[src/rtl/comparator_pkg.sv]
// Shared types and defaults for the pipelined magnitude comparator.
// Optional feature macro: COMPARATOR_MINMAX_EN (adds Min_Out/Max_Out on the top).
`timescale 1ns / 1ps
package comparator_pkg;

  typedef enum logic [1:0] {
    CMP_EQ = 2'd0,
    CMP_LT = 2'd1,
    CMP_GT = 2'd2
  } cmp_result_t;

  localparam int unsigned DEFAULT_DATA_WIDTH  = 32;
  localparam int unsigned DEFAULT_SLICE_WIDTH = 8;

  // An already resolved LT/GT wins; only an EQ-so-far result looks at this slice.
  function automatic cmp_result_t slice_resolve(cmp_result_t prev, logic slice_lt,
                                                logic slice_gt);
    cmp_result_t res;
    res = prev;
    if (prev == CMP_EQ) begin
      if (slice_lt) begin
        res = CMP_LT;
      end else if (slice_gt) begin
        res = CMP_GT;
      end
    end
    return res;
  endfunction

endpackage

[src/rtl/comparator_slice_stage.sv]
// One pipeline stage of the comparator: resolves one operand slice (counted
// from the MSB end) unless an earlier stage already decided, and carries the
// operand pair to the next stage.
// Optional feature macro: COMPARATOR_MINMAX_EN (carries un-inverted operands too).
`timescale 1ns / 1ps
module comparator_slice_stage
  import comparator_pkg::*;
#(
  parameter int unsigned DATA_WIDTH  = DEFAULT_DATA_WIDTH,
  parameter int unsigned SLICE_WIDTH = DEFAULT_SLICE_WIDTH,
  parameter int unsigned SLICE_INDEX = 0
) (
  input  logic                  clk,
  input  logic                  rst_n,
  input  logic                  advance,
  input  logic                  prev_valid,
  input  logic [1:0]            prev_result,
  input  logic [DATA_WIDTH-1:0] prev_a,
  input  logic [DATA_WIDTH-1:0] prev_b,
`ifdef COMPARATOR_MINMAX_EN
  input  logic [DATA_WIDTH-1:0] prev_orig_a,
  input  logic [DATA_WIDTH-1:0] prev_orig_b,
  output logic [DATA_WIDTH-1:0] orig_a,
  output logic [DATA_WIDTH-1:0] orig_b,
`endif
  output logic                  valid,
  output logic [1:0]            result,
  output logic [DATA_WIDTH-1:0] a,
  output logic [DATA_WIDTH-1:0] b
);

  localparam int unsigned SLICE_HI = DATA_WIDTH - 1 - SLICE_INDEX * SLICE_WIDTH;

  logic [SLICE_WIDTH-1:0] slice_a;
  logic [SLICE_WIDTH-1:0] slice_b;
  cmp_result_t            result_d;
  cmp_result_t            result_q;
  logic                   valid_q;
  logic [DATA_WIDTH-1:0]  a_q;
  logic [DATA_WIDTH-1:0]  b_q;

  assign slice_a = prev_a[SLICE_HI -: SLICE_WIDTH];
  assign slice_b = prev_b[SLICE_HI -: SLICE_WIDTH];

  // Next partial result: keep an earlier decision, otherwise compare this slice.
  always_comb begin
    result_d = slice_resolve(cmp_result_t'(prev_result), slice_a < slice_b, slice_a > slice_b);
  end

  // Valid bit: the only reset state, cleared asynchronously so in-flight pairs vanish.
  always_ff @(posedge clk or negedge rst_n) begin
    if (!rst_n) begin
      valid_q <= 1'b0;
    end else if (advance) begin
      valid_q <= prev_valid;
    end
  end

  // Payload registers: no reset, qualified by the valid bit.
  always_ff @(posedge clk) begin
    if (advance) begin
      result_q <= result_d;
      a_q      <= prev_a;
      b_q      <= prev_b;
    end
  end

`ifdef COMPARATOR_MINMAX_EN
  logic [DATA_WIDTH-1:0] orig_a_q;
  logic [DATA_WIDTH-1:0] orig_b_q;

  // Original operands ride alongside for the min/max outputs.
  always_ff @(posedge clk) begin
    if (advance) begin
      orig_a_q <= prev_orig_a;
      orig_b_q <= prev_orig_b;
    end
  end

  assign orig_a = orig_a_q;
  assign orig_b = orig_b_q;
`endif

  assign valid  = valid_q;
  assign result = result_q;
  assign a      = a_q;
  assign b      = b_q;

endmodule

[src/rtl/comparator_pipelined.sv]
// Pipelined magnitude comparator with valid/ready handshake. One slice of
// SLICE_WIDTH bits is resolved per stage, MSB slice first; latency is
// DATA_WIDTH/SLICE_WIDTH cycles and the whole pipe stalls on backpressure.
// Optional feature macro: COMPARATOR_MINMAX_EN (adds Min_Out and Max_Out).
`timescale 1ns / 1ps
module comparator_pipelined
  import comparator_pkg::*;
#(
  parameter int unsigned DATA_WIDTH  = DEFAULT_DATA_WIDTH,
  parameter int unsigned SLICE_WIDTH = DEFAULT_SLICE_WIDTH
) (
  input  logic                  Clock_In,
  input  logic                  Reset_N_In,
  input  logic                  In_Valid_In,
  output logic                  In_Ready_Out,
  input  logic [DATA_WIDTH-1:0] Data_A_In,
  input  logic [DATA_WIDTH-1:0] Data_B_In,
  input  logic                  Signed_In,
  output logic                  Out_Valid_Out,
  input  logic                  Out_Ready_In,
`ifdef COMPARATOR_MINMAX_EN
  output logic [DATA_WIDTH-1:0] Min_Out,
  output logic [DATA_WIDTH-1:0] Max_Out,
`endif
  output logic                  A_Less_Than_B_Out,
  output logic                  A_Equal_To_B_Out,
  output logic                  A_Greater_Than_B_Out
);

  localparam int unsigned NUM_STAGES = DATA_WIDTH / SLICE_WIDTH;

  logic                  valid_chain  [NUM_STAGES+1];
  logic [1:0]            result_chain [NUM_STAGES+1];
  logic [DATA_WIDTH-1:0] a_chain      [NUM_STAGES+1];
  logic [DATA_WIDTH-1:0] b_chain      [NUM_STAGES+1];
`ifdef COMPARATOR_MINMAX_EN
  logic [DATA_WIDTH-1:0] orig_a_chain [NUM_STAGES+1];
  logic [DATA_WIDTH-1:0] orig_b_chain [NUM_STAGES+1];
`endif

  logic        advance;
  cmp_result_t final_result;

  // The pipe moves as a whole: whenever the output slot is free or being drained.
  assign advance       = Out_Ready_In | ~Out_Valid_Out;
  assign In_Ready_Out  = advance;
  assign Out_Valid_Out = valid_chain[NUM_STAGES];

  // Flipping the MSB maps two's-complement order onto unsigned order.
  assign valid_chain[0]  = In_Valid_In;
  assign result_chain[0] = CMP_EQ;
  assign a_chain[0]      = {Data_A_In[DATA_WIDTH-1] ^ Signed_In, Data_A_In[DATA_WIDTH-2:0]};
  assign b_chain[0]      = {Data_B_In[DATA_WIDTH-1] ^ Signed_In, Data_B_In[DATA_WIDTH-2:0]};
`ifdef COMPARATOR_MINMAX_EN
  assign orig_a_chain[0] = Data_A_In;
  assign orig_b_chain[0] = Data_B_In;
`endif

  for (genvar k = 0; k < NUM_STAGES; k++) begin : g_stage
    comparator_slice_stage #(
      .DATA_WIDTH  (DATA_WIDTH),
      .SLICE_WIDTH (SLICE_WIDTH),
      .SLICE_INDEX (k)
    ) u_stage (
      .clk         (Clock_In),
      .rst_n       (Reset_N_In),
      .advance     (advance),
      .prev_valid  (valid_chain[k]),
      .prev_result (result_chain[k]),
      .prev_a      (a_chain[k]),
      .prev_b      (b_chain[k]),
`ifdef COMPARATOR_MINMAX_EN
      .prev_orig_a (orig_a_chain[k]),
      .prev_orig_b (orig_b_chain[k]),
      .orig_a      (orig_a_chain[k+1]),
      .orig_b      (orig_b_chain[k+1]),
`endif
      .valid       (valid_chain[k+1]),
      .result      (result_chain[k+1]),
      .a           (a_chain[k+1]),
      .b           (b_chain[k+1])
    );
  end

  // Decode the final result; everything is held low while no result is valid.
  always_comb begin
    final_result         = cmp_result_t'(result_chain[NUM_STAGES]);
    A_Less_Than_B_Out    = 1'b0;
    A_Equal_To_B_Out     = 1'b0;
    A_Greater_Than_B_Out = 1'b0;
`ifdef COMPARATOR_MINMAX_EN
    Min_Out              = '0;
    Max_Out              = '0;
`endif
    if (Out_Valid_Out) begin
      case (final_result)
        CMP_LT: begin
          A_Less_Than_B_Out = 1'b1;
`ifdef COMPARATOR_MINMAX_EN
          Min_Out = orig_a_chain[NUM_STAGES];
          Max_Out = orig_b_chain[NUM_STAGES];
`endif
        end
        CMP_GT: begin
          A_Greater_Than_B_Out = 1'b1;
`ifdef COMPARATOR_MINMAX_EN
          Min_Out = orig_b_chain[NUM_STAGES];
          Max_Out = orig_a_chain[NUM_STAGES];
`endif
        end
        default: begin
          A_Equal_To_B_Out = 1'b1;
`ifdef COMPARATOR_MINMAX_EN
          Min_Out = orig_a_chain[NUM_STAGES];
          Max_Out = orig_a_chain[NUM_STAGES];
`endif
        end
      endcase
    end
  end

endmodule

[config.mk]
export PLATFORM = sky130hd
export DESIGN_NAME = comparator_pipelined
export DESIGN_NICKNAME = d
export VERILOG_FILES = /design/src/rtl/comparator_pkg.sv /design/src/rtl/comparator_slice_stage.sv /design/src/rtl/comparator_pipelined.sv
export SDC_FILE = /design/constraint.sdc
export NUM_CORES = 1
export LEC_CHECK = 0
export ABC_AREA = 0
export CAP_MARGIN = 25
export CORE_ASPECT_RATIO = 1.2
export CORE_MARGIN = 1
export CORE_UTILIZATION = 27
export DETAILED_ROUTE_END_ITERATION = 10
export PLACE_DENSITY_LB_ADDON = 0.3
export SKIP_CTS_REPAIR_TIMING = 1
export SYNTH_ARGS = -nofsm -noshare
export SYNTH_HDL_FRONTEND = slang
export SYNTH_SLANG_ARGS = --single-unit
[constraint.sdc]
create_clock -name Clock_In -period 7.3 [get_ports Clock_In]
set_input_delay 0.73 -clock Clock_In [delete_from_list [all_inputs] [get_ports Clock_In]]
set_output_delay 0.73 -clock Clock_In [all_outputs]
set_load 0.05 [all_outputs]
==> results.cfg <==
[timing]
fin_tns_setup_ns = 0
setup_viol = 0
slew_headroom_pct = 45.52
finalHoldViolations = 0
timing.fmax_ghz = 0.2998
grt_setup_unrepaired = no
maxSlewViolCount = 0
setup_slack_ns = 3.965
timing.final.crit_share_pct = 45.69
skew_ns = 0.006377
worst_slew_pin_slew_ns = 0.8172
layout_min_cycle_time_ns = 3.335

[setup_path]
crit_path_end_kind = output port
worstPathRequired_ns = 6.57
crit_start = Out_Ready_In
critPathLaunchType = input pin
crit_type = input pin to output port
worst-endpoint-arrival_ns = 2.61
reg2reg_from = g_stage[3].u_stage.valid$_DFFE_PN0P_
worstPathMaxFanout = 46

[global_routing]
grt_use_total_pct = 8.058
grt_pass1_wl_um = 9549
antenna_found_initial = 1
grt_max_degree = 65
overflow = 0
grt_pass1_vias = 2199

[pwr]
p_leak_nw = 2.130
peakVddDrop_mv = 0.1253
power.density_nw_per_um2 = 327.0

[layout]
fin_cells = 535
drive_gt1_share_pct = 9.366
nets = 429
finish.instance_area_um2 = 5532
antennaDiodeCount = 0
fill_cells = 1460
areaGrowthSynthToFinish_pct = 30.95

[worst_hold_path]
hold_path_class = register to register
min_from = g_stage[0].u_stage.b[15]$_DFFE_PP_

[floorplanning]
pin_count = 74
fp.dieArea_um2 = 16150
rows = 49
coreArea_um2 = 15140
die_x_um = 116.2
start_util_pct = 27.89
die_y_um = 139.0

[drt]
viasPerCell = 3.993
wl_per_cell_um = 11.22
ant_nets = 0
drcViolationCount = 0
vias = 2136
drt_wl_total_um = 6005
drtPass1Iterations = 4
dr.first_iter.drc_count = 51

[yosys]
synth_common_cells = edfxtp_1 (104), ha_1 (34), inv_1 (33), nor2_1 (14), a21oi_1 (10)
avgSynthCellArea_um2 = 17.53
ys_async_sr_fraction_pct = 3.704
yosysSeqAreaShare_pct = 76.30
synthTopCellsByArea = edfxtp_1 (74%), ha_1 (10%), inv_1 (2.9%)
synth.most_common_cell = edfxtp_1
yosysWarningCount = 0
synth.distinct_cells = 23
syn_nets = 344
synth_edf_count = 104
synth_top_area_cell = edfxtp_1
netlist_area_um2 = 4224
synth_flop_cell = edfxtp_1
synth_top_cell_area_share_pct = 73.93
yosys_register_bits = 108
postSynthCellCount = 241

[clock_tree]
htreeDepth = 3
clock_path_buffers = 2
clkTransAtPathRegs_ns = 0.07
cts_tree = built
clk_latency_ns = 0.35
cts.sinks = 108
cts_buffers = 9
root_buffer = clkbuf_16

[placement]
dp.cells = 519
portBuffers = 73
dpl_worst_slack_ns = 3.928
placed_area_um2 = 5225
gp_congestion = 0.6631
dp_hpwl_um = 4228

[status]
status = finished clean

[flow_run]
drv_cap = 0
-- critical path: stages --
cell,delay (ns)
clkdlybuf4s50_1,0.46
nand2b_4,0.50
clkdlybuf4s50_1,0.91
-- metrics by stage --
stage	util (%)	hold WS, ns	power, mW
detailed placement	34.50	0.4045	1.342
global placement	34.50	0.4004	1.329
global route	36.53	0.4266	1.914
finish	36.53	0.4199	1.809
floorplan	-	0.4003	1.219
CTS	36.53	0.4216	1.842
-- placed cells by master, fill, tap and decap left out, drive strengths merged, types with 4 or more instances in the layout --
cell	instances
o211ai	4
nor2b	4
inv	36
nor2	14
nand4	7
dfrtp	4
clkbuf	9
a21oi	10
edfxtp	104
ha	34
nand3	4
clkdlybuf4s50	73
-- final cells by class --
type / instances / area, um^2 / share of cell area [%]
tap: 204 / 255.2 / 4.614
clock buffer: 9 / 225.2 / 4.071
multi-input combinational: 100 / 884.6 / 15.99
sequential: 108 / 3223 / 58.27
clock inverter: 7 / 81.33 / 1.470
inverter: 33 / 123.9 / 2.239
timing repair buffer: 74 / 738.2 / 13.35
-- cell families (layout without fill, tap and decap cells) --
group | count (synthesis) | count (layout) | share of synthesized area, %
fa+ha+maj | 34 | 34 | 10.07
simple gates | 40 | 40 | 5.332
mux | 3 | 3 | 0.7997
compound gates | 21 | 21 | 4.147
buf+inv | 33 | 123 | 2.932
xor+xnor | 2 | 2 | 0.4148
flops | 108 | 108 | 76.30
-- layer usage --
metal / global-route usage [%] / up-vias / wire length, um / part of all wire [%]
met5: 0 / - / 0 / 0
met4: 6.073 / 0 / 167 / 2.8
met3: 2.666 / 10 / 388 / 6.5
met2: 13.50 / 54 / 3052 / 51
met1: 8.182 / 1005 / 2396 / 40
li1: - / 1067 / - / -
-- final timing paths --
path | cells after the start | slack (ns) | end
hold reg to reg | 0 | 0.42 | g_stage[1].u_stage.b[15]$_DFFE_PP_
min in group asynchronous | 1 | 0.58 | g_stage[0].u_stage.valid$_DFFE_PN0P_
setup reg to reg | 2 | 5.24 | g_stage[0].u_stage.b[23]$_DFFE_PP_
max in group asynchronous | 1 | 6.55 | g_stage[1].u_stage.valid$_DFFE_PN0P_
setup / recovery | 3 | 3.96 | In_Ready_Out
hold / removal | 0 | 0.42 | g_stage[1].u_stage.b[15]$_DFFE_PP_
-- registers in the layout, summed over array words and instances (netlist names) --
signal                  flops
g_stage.u_stage.result      8
g_stage.u_stage.valid       4
g_stage.u_stage.a          48
g_stage.u_stage.b          48
-- report_power, final --
group | leakage, nW | total [mW] | internal [mW] | switching (mW)
clock network | 0.152 | 0.492 | 0.271 | 0.221
logic | 0.889 | 0.383 | 0.163 | 0.221
registers | 1.09 | 0.933 | 0.885 | 0.0479
total | 2.13 | 1.81 | 1.32 | 0.489
Power figures use the tool's default switching activity.
